## src/rtl/digpot_step_ctrl_if.sv

```systemverilog
// Request handshake and pot-pin bundle for digpot_step_ctrl.
// master: the requester side (drives req_valid/req_pos, observes the pot pins and status).
// slave:  the controller side.
interface digpot_step_ctrl_if;
  logic       req_valid;
  logic [6:0] req_pos;
  logic       req_ready;
  logic       cs_n;
  logic       inc_n;
  logic       ud;
  logic [6:0] cur_pos;
  logic       busy;
  logic       done;

  modport master (
    output req_valid, req_pos,
    input  req_ready, cs_n, inc_n, ud, cur_pos, busy, done
  );

  modport slave (
    input  req_valid, req_pos,
    output req_ready, cs_n, inc_n, ud, cur_pos, busy, done
  );
endinterface

```

## src/rtl/digpot_step_ctrl.sv

```systemverilog
// Up/down digital potentiometer step controller (CS/INC/UD three-wire pots).
// Homes the wiper to 0 after reset, then steps it to requested positions.
// Every pot-pin phase lasts K+1 clk cycles.
// Build option: define DIGPOT_STORE_EN to deselect with inc_n high so the pot
// stores the wiper to NVM; the deselect phase is then doubled for store time.
module digpot_step_ctrl #(
  parameter logic [25:0] K     = 26'd499,
  parameter int unsigned STEPS = 100
) (
  input logic          clk,
  input logic          rst,
  digpot_step_ctrl_if.slave bus
);

  typedef enum logic [2:0] {StHome, StIdle, StSetup, StLow, StHigh, StDesel} state_e;

  localparam logic [6:0] MaxPos = 7'(STEPS - 1);

  state_e      state_q, state_d;
  logic [25:0] cnt_q, cnt_d;
  logic [6:0]  steps_q, steps_d;
  logic [6:0]  cur_pos_q, cur_pos_d;
  logic        ud_q, ud_d;
  logic        homing_q, homing_d;
  logic        done_q, done_d;
`ifdef DIGPOT_STORE_EN
  logic        desel2_q, desel2_d;
`endif

  logic       tick;
  logic       step_now;
  logic [6:0] clamped;

  assign tick    = (cnt_q == K);
  assign clamped = (bus.req_pos > MaxPos) ? MaxPos : bus.req_pos;

  // State and datapath registers; reset aborts any move and restarts homing.
  always_ff @(posedge clk or posedge rst) begin
    if (rst) begin
      state_q   <= StHome;
      cnt_q     <= '0;
      steps_q   <= '0;
      cur_pos_q <= '0;
      ud_q      <= 1'b0;
      homing_q  <= 1'b1;
      done_q    <= 1'b0;
`ifdef DIGPOT_STORE_EN
      desel2_q  <= 1'b0;
`endif
    end else begin
      state_q   <= state_d;
      cnt_q     <= cnt_d;
      steps_q   <= steps_d;
      cur_pos_q <= cur_pos_d;
      ud_q      <= ud_d;
      homing_q  <= homing_d;
      done_q    <= done_d;
`ifdef DIGPOT_STORE_EN
      desel2_q  <= desel2_d;
`endif
    end
  end

  // Next-state logic; ud only moves in IDLE/HOME so it is stable while selected.
  always_comb begin
    state_d   = state_q;
    cnt_d     = (state_q == StIdle || tick) ? 26'd0 : cnt_q + 26'd1;
    steps_d   = steps_q;
    cur_pos_d = cur_pos_q;
    ud_d      = ud_q;
    homing_d  = homing_q;
    done_d    = 1'b0;
    step_now  = 1'b0;
`ifdef DIGPOT_STORE_EN
    desel2_d  = desel2_q;
`endif
    unique case (state_q)
      StHome: begin
        steps_d  = MaxPos;
        ud_d     = 1'b0;
        homing_d = 1'b1;
        if (tick) state_d = StSetup;
      end
      StIdle: begin
        if (bus.req_valid) begin
          homing_d = 1'b0;
          if (clamped == cur_pos_q) begin
            done_d = 1'b1;
          end else begin
            ud_d    = (clamped > cur_pos_q);
            steps_d = (clamped > cur_pos_q) ? clamped - cur_pos_q : cur_pos_q - clamped;
            state_d = StSetup;
          end
        end
      end
      StSetup: begin
        if (tick) begin
          state_d  = StLow;
          step_now = 1'b1;
        end
      end
      StLow: begin
        if (tick) state_d = StHigh;
      end
      StHigh: begin
        if (tick) begin
          if (steps_q != 7'd0) begin
            state_d  = StLow;
            step_now = 1'b1;
          end else begin
            state_d = StDesel;
          end
        end
      end
      StDesel: begin
        if (tick) begin
`ifdef DIGPOT_STORE_EN
          if (!desel2_q) begin
            desel2_d = 1'b1;
          end else begin
            desel2_d = 1'b0;
            state_d  = StIdle;
            done_d   = 1'b1;
          end
`else
          state_d = StIdle;
          done_d  = 1'b1;
`endif
        end
      end
      default: state_d = StHome;
    endcase

    // Wiper moves on the inc_n falling edge, i.e. on entry to LOW.
    if (step_now) begin
      if (steps_q != 7'd0) steps_d = steps_q - 7'd1;
      if (!homing_q) begin
        if (ud_q) begin
          if (cur_pos_q < MaxPos) cur_pos_d = cur_pos_q + 7'd1;
        end else begin
          if (cur_pos_q != 7'd0) cur_pos_d = cur_pos_q - 7'd1;
        end
      end
    end
  end

  // Pot pins and status decoded from state so reset forces them immediately.
  always_comb begin
    bus.cs_n      = 1'b1;
    bus.inc_n     = 1'b1;
    bus.req_ready = (state_q == StIdle);
    bus.busy      = (state_q != StIdle);
    bus.ud        = ud_q;
    bus.cur_pos   = cur_pos_q;
    bus.done      = done_q;
    unique case (state_q)
      StSetup: bus.cs_n = 1'b0;
      StLow: begin
        bus.cs_n  = 1'b0;
        bus.inc_n = 1'b0;
      end
      StHigh: bus.cs_n = 1'b0;
`ifdef DIGPOT_STORE_EN
      StDesel: bus.inc_n = 1'b1;
`else
      StDesel: bus.inc_n = 1'b0;  // cs_n rises with inc_n low: no NVM store
`endif
      default: ;
    endcase
  end

endmodule
```

## src/flat_wrapper.sv

```systemverilog
// flat-port wrapper written by rule: the top's interface ports become plain ports
module digpot_step_ctrl_flat 
#(
  parameter logic [25:0] K     = 26'd499,
  parameter int unsigned STEPS = 100
)
  (clk, rst, bus_req_valid, bus_req_pos, bus_req_ready, bus_cs_n, bus_inc_n, bus_ud, bus_cur_pos, bus_busy, bus_done);
  digpot_step_ctrl_if bus_i ();
  input logic clk;
  input logic rst;
  input wire logic [$bits(bus_i.req_valid)-1:0] bus_req_valid;
  input wire logic [$bits(bus_i.req_pos)-1:0] bus_req_pos;
  output wire logic [$bits(bus_i.req_ready)-1:0] bus_req_ready;
  output wire logic [$bits(bus_i.cs_n)-1:0] bus_cs_n;
  output wire logic [$bits(bus_i.inc_n)-1:0] bus_inc_n;
  output wire logic [$bits(bus_i.ud)-1:0] bus_ud;
  output wire logic [$bits(bus_i.cur_pos)-1:0] bus_cur_pos;
  output wire logic [$bits(bus_i.busy)-1:0] bus_busy;
  output wire logic [$bits(bus_i.done)-1:0] bus_done;
  assign bus_i.req_valid = bus_req_valid;
  assign bus_i.req_pos = bus_req_pos;
  assign bus_req_ready = bus_i.req_ready;
  assign bus_cs_n = bus_i.cs_n;
  assign bus_inc_n = bus_i.inc_n;
  assign bus_ud = bus_i.ud;
  assign bus_cur_pos = bus_i.cur_pos;
  assign bus_busy = bus_i.busy;
  assign bus_done = bus_i.done;
  digpot_step_ctrl #(.K(K), .STEPS(STEPS)) u_core (.clk(clk), .rst(rst), .bus(bus_i));
endmodule
```

## config.mk

```make
export PLATFORM = sky130hd
export DESIGN_NAME = digpot_step_ctrl_flat
export DESIGN_NICKNAME = d
export VERILOG_FILES = /design/src/rtl/digpot_step_ctrl_if.sv /design/src/rtl/digpot_step_ctrl.sv /design/src/flat_wrapper.sv
export SDC_FILE = /design/constraint.sdc
export NUM_CORES = 1
export LEC_CHECK = 0
export CAP_MARGIN = 25
export CORE_UTILIZATION = 31
export CTS_CLUSTER_DIAMETER = 200
export DETAILED_ROUTE_END_ITERATION = 16
export HOLD_SLACK_MARGIN = 0.06
export PLACE_DENSITY_LB_ADDON = 0.08
export SLEW_MARGIN = 10
export SYNTH_ARGS = -nofsm -noshare
export SYNTH_HDL_FRONTEND = slang
export SYNTH_SLANG_ARGS = --single-unit
```

## constraint.sdc

```tcl
create_clock -name clk -period 2.44 [get_ports clk]
set_input_delay 0.488 -clock clk [delete_from_list [all_inputs] [get_ports clk]]
set_output_delay 0.488 -clock clk [all_outputs]
set_load 0.02 [all_outputs]
```

==> results.cfg <==
[worst_setup_path]
r2r_start = u_core.steps_q[1]$_DFF_PP0_
cp-start-kind = input pin
path_max_fanout = 4
worstPathRequired_ns = 2.63
slowest_stage = ha_4
reg2reg_setup_slack_ns = 0.08
worstPathArrival_ns = 2.57
cpMostUsedCell = nand2b_4
end_kind = register
rr_endpoint = u_core.bus.cur_pos[1]$_DFFE_PP0P_
cp_slowest_stage_delay_ns = 0.28
path_class = input pin to register
reg2reg_depth = 8
cp_cell_sequence = clkbuf_2 -> nor3_2 -> or2_4 -> nand2b_4 -> ha_4 -> buf_6 -> nand2b_4 -> a211oi_4 -> nor2b_2 -> o21ai_4 -> mux2i_1 -> xor2_1 -> a31o_2

[grt]
antenna_found_initial = 0
grt_first_pass_wirelength_um = 14000
grt_max_degree = 47
grt_pass1_vias = 2910
grt.overflow.total = 0
grt_usage_pct = 17.1

[drt]
vias = 2822
final_antenna_net_count = 0
wl_per_cell_um = 14.1
dr.pass1.iters = 4
routed_via_density = 4.74
routed_wl_um = 8380
drtIter0Drc = 113
drc_errors = 0

[power]
powerDensity_mw_per_mm2 = 350
p_total_uw = 1560
leakage_uw = 0.00214
irDropWorstVdd_mv = 0.214

[timing]
setup_slack_ns = 0.0602
fin_crit_ns = 2.38
hold_viol = 0
fmax_mhz = 420
worst_pin_slew_ns = 0.419
post-route-period-util_pct = 97.5
drv_slew = 0
setup_tns_ns = 0
setup_viol = 0
rsz0062_at_grt = yes
slew_headroom_pct = 71.7
clock_skew_ns = 0.00697

[final_layout]
num_antenna_cells = 0
final.fill_count = 991
syn_to_final_growth_pct = 41.7
finalInstanceArea_mm2 = 0.00445
layout.nets = 494
layout_common_cells = 80 x buf_4, 45 x dfrtp_1, 40 x nor2_1
final_common_cell = buf_4
multi_input_area_mm2 = 0.00206
drive_gt1_share_pct = 30.7
regArea_mm2 = 0.00115
fin_util_pct = 45.4

[cts]
cts.clk_slew.worst_paths_ns = 0.09
clock_sinks = 46
cts_inserted_buffers = 5
clock_path_buffers = 2
postCtsHoldBufs = 0
clkLatencyLatePin_ns = 0.30
htree_levels = 2
root_buffer = clkbuf_8
cts_tree = done

[floorplanning]
io_pins = 23
fp.dieArea_mm2 = 0.0105
die_x_um = 103
num_rows = 36
initial_core_util_pct = 32.0
core-area_mm2 = 0.00982
die_h_um = 103

[placement]
gp_congestion = 0.849
io_buffers = 22
place_ws_ns = -0.741
post_dp_cell_area_mm2 = 0.00411
hpwl_um = 6190

[logic_synthesis]
synth_area_mm2 = 0.00314
async_reset_ff_share_pct = 100
avgSynthCellArea_um2 = 8.76
yosys.cell_types.count = 51
synth_flop_cell = dfrtp_1
postSynthCellCount = 359
ys_ff_latch = 46
yosysSeqAreaShare_pct = 36.6
ys_warn_count = 0
synth_edf_count = 0
synth_nets = 392

[hold_path]
min_to = u_core.homing_q$_DFFE_PP1P_
holdCritStartpoint = u_core.homing_q$_DFFE_PP1P_
hold_class = register to register
holdPathStages = 2

[run_status]
status = finished, final reports clean

[job]
cap_violations = 0
[sequential cells by signal, indices dropped and copies added, names as in the netlist]
signal and flops:
u_core.cnt_q 26, u_core.bus.cur_pos 7, u_core.state_q 3, u_core.steps_q 7
u_core.homing_q 1, u_core.bus.done 1, u_core.bus.ud 1
[Yosys cell counts, types with 2 or more instances]
| cell | number | area, um2 |
|---|---|---|
| nand2b_1 | 7 | 43.8 |
| a21o_1 | 3 | 22.5 |
| xnor2_1 | 10 | 87.6 |
| o211ai_1 | 3 | 22.5 |
| or4_1 | 2 | 15.0 |
| xor2_1 | 24 | 210 |
| fa_1 | 3 | 60.1 |
| o22ai_1 | 2 | 12.5 |
| nor2b_1 | 5 | 31.3 |
| ha_1 | 20 | 250 |
| o21ai_0 | 16 | 80.1 |
| nand4_1 | 6 | 37.5 |
| nand3_1 | 11 | 55.1 |
| dfrtp_1 | 45 | 1130 |
| nor2_1 | 40 | 150 |
| and4_1 | 3 | 26.3 |
| or3_1 | 5 | 31.3 |
| and2_1 | 4 | 25.0 |
| a21oi_1 | 20 | 100 |
| a31oi_1 | 4 | 25.0 |
| a21boi_0 | 2 | 15.0 |
| nor4_1 | 3 | 18.8 |
| inv_1 | 24 | 90.1 |
| nor4_2 | 3 | 37.5 |
| a22oi_1 | 2 | 15.0 |
| mux2i_1 | 6 | 60.1 |
| or3b_2 | 2 | 17.5 |
| nor3_1 | 7 | 35.0 |
| a221oi_1 | 3 | 26.3 |
| o21bai_1 | 3 | 22.5 |
| or2_2 | 4 | 25.0 |
| buf_2 | 4 | 20.0 |
| clkbuf_1 | 8 | 30.0 |
| nand2_1 | 34 | 128 |
| and3_1 | 5 | 31.3 |
[worst max path at each step]
stage,cells past startpoint,from,slack [ns],end
detailed placement,13,bus_req_pos[6],-0.74,u_core.steps_q[6]$_DFF_PP0_
finish,13,bus_req_pos[3],0.06,u_core.steps_q[6]$_DFF_PP0_
floorplan,12,bus_req_pos[6],-0.0002,u_core.steps_q[6]$_DFF_PP0_
CTS,13,bus_req_pos[3],0.005,u_core.steps_q[2]$_DFF_PP0_
global route,10,u_core.steps_q[1]$_DFF_PP0_,-0.006,u_core.bus.cur_pos[6]$_DFFE_PP0P_
global placement,13,bus_req_pos[6],-0.72,u_core.steps_q[6]$_DFF_PP0_
[power breakdown]
part / switching [uW] / leakage, uW / total [uW] / internal, uW
Combinational: 103 / 0.00149 / 213 / 110
Clock: 277 / 0.0000514 / 583 / 306
Sequential: 0 / 0.000604 / 762 / 762
[cell families (layout without fill, tap and decap cells)]
kind of cell    Yosys count  count (layout)  synth area share [%]
fa+ha+maj                23              23                  9.87
buf+inv                  36             139                  4.46
compound gates           68              68                  13.7
flops                    46              46                  36.6
mux                       7               7                  2.27
xor+xnor                 34              34                  9.47
simple gates            145             145                  23.6
[final cells by class]
class                      instances  share of cell area [%]
inverter                          24                    2.02
tap                              133                    3.74
sequential                        46                    25.9
clock buffer                       6                    1.63
timing repair buffer             107                    19.7
clock inverter                     2                   0.843
multi-input combinational        277                    46.2
[per-layer routing]
layer  GRT usage, %  wire length (um)  share of wire (%)
met3           2.64               138                1.6
met2           29.4              4150                 49
met1           22.5              4040                 48
met4           3.85                54               0.64
met5              0                 0                  0
[stage by stage]
stage / hold WS [ns] / instances
after floorplan: 0.448 / 359
after global placement: 0.503 / 575
after detailed placement: 0.516 / 575
after CTS: 0.525 / 588
after global routing: 0.533 / 595
final: 0.519 / 595
[worst max-delay path: cells and delay by family]
kind,cells,cell delay [ns]
compound gates,3,0.73
xor+xnor,1,0.09
simple gates,5,0.56
fa+ha+maj,1,0.28
mux,1,0.24
buf+inv,2,0.20
[repair_timing]
item | CTS | global route
pin swaps | 17 | 21
setup buffers | 4 | 7
cloned | 1 | 0
endpoints found under the setup margin | 17 | 14
endpoints found under the hold margin | 0 | 0
gates resized for setup | 32 | 23
No activity file was read; power rests on OpenSTA's default activity.
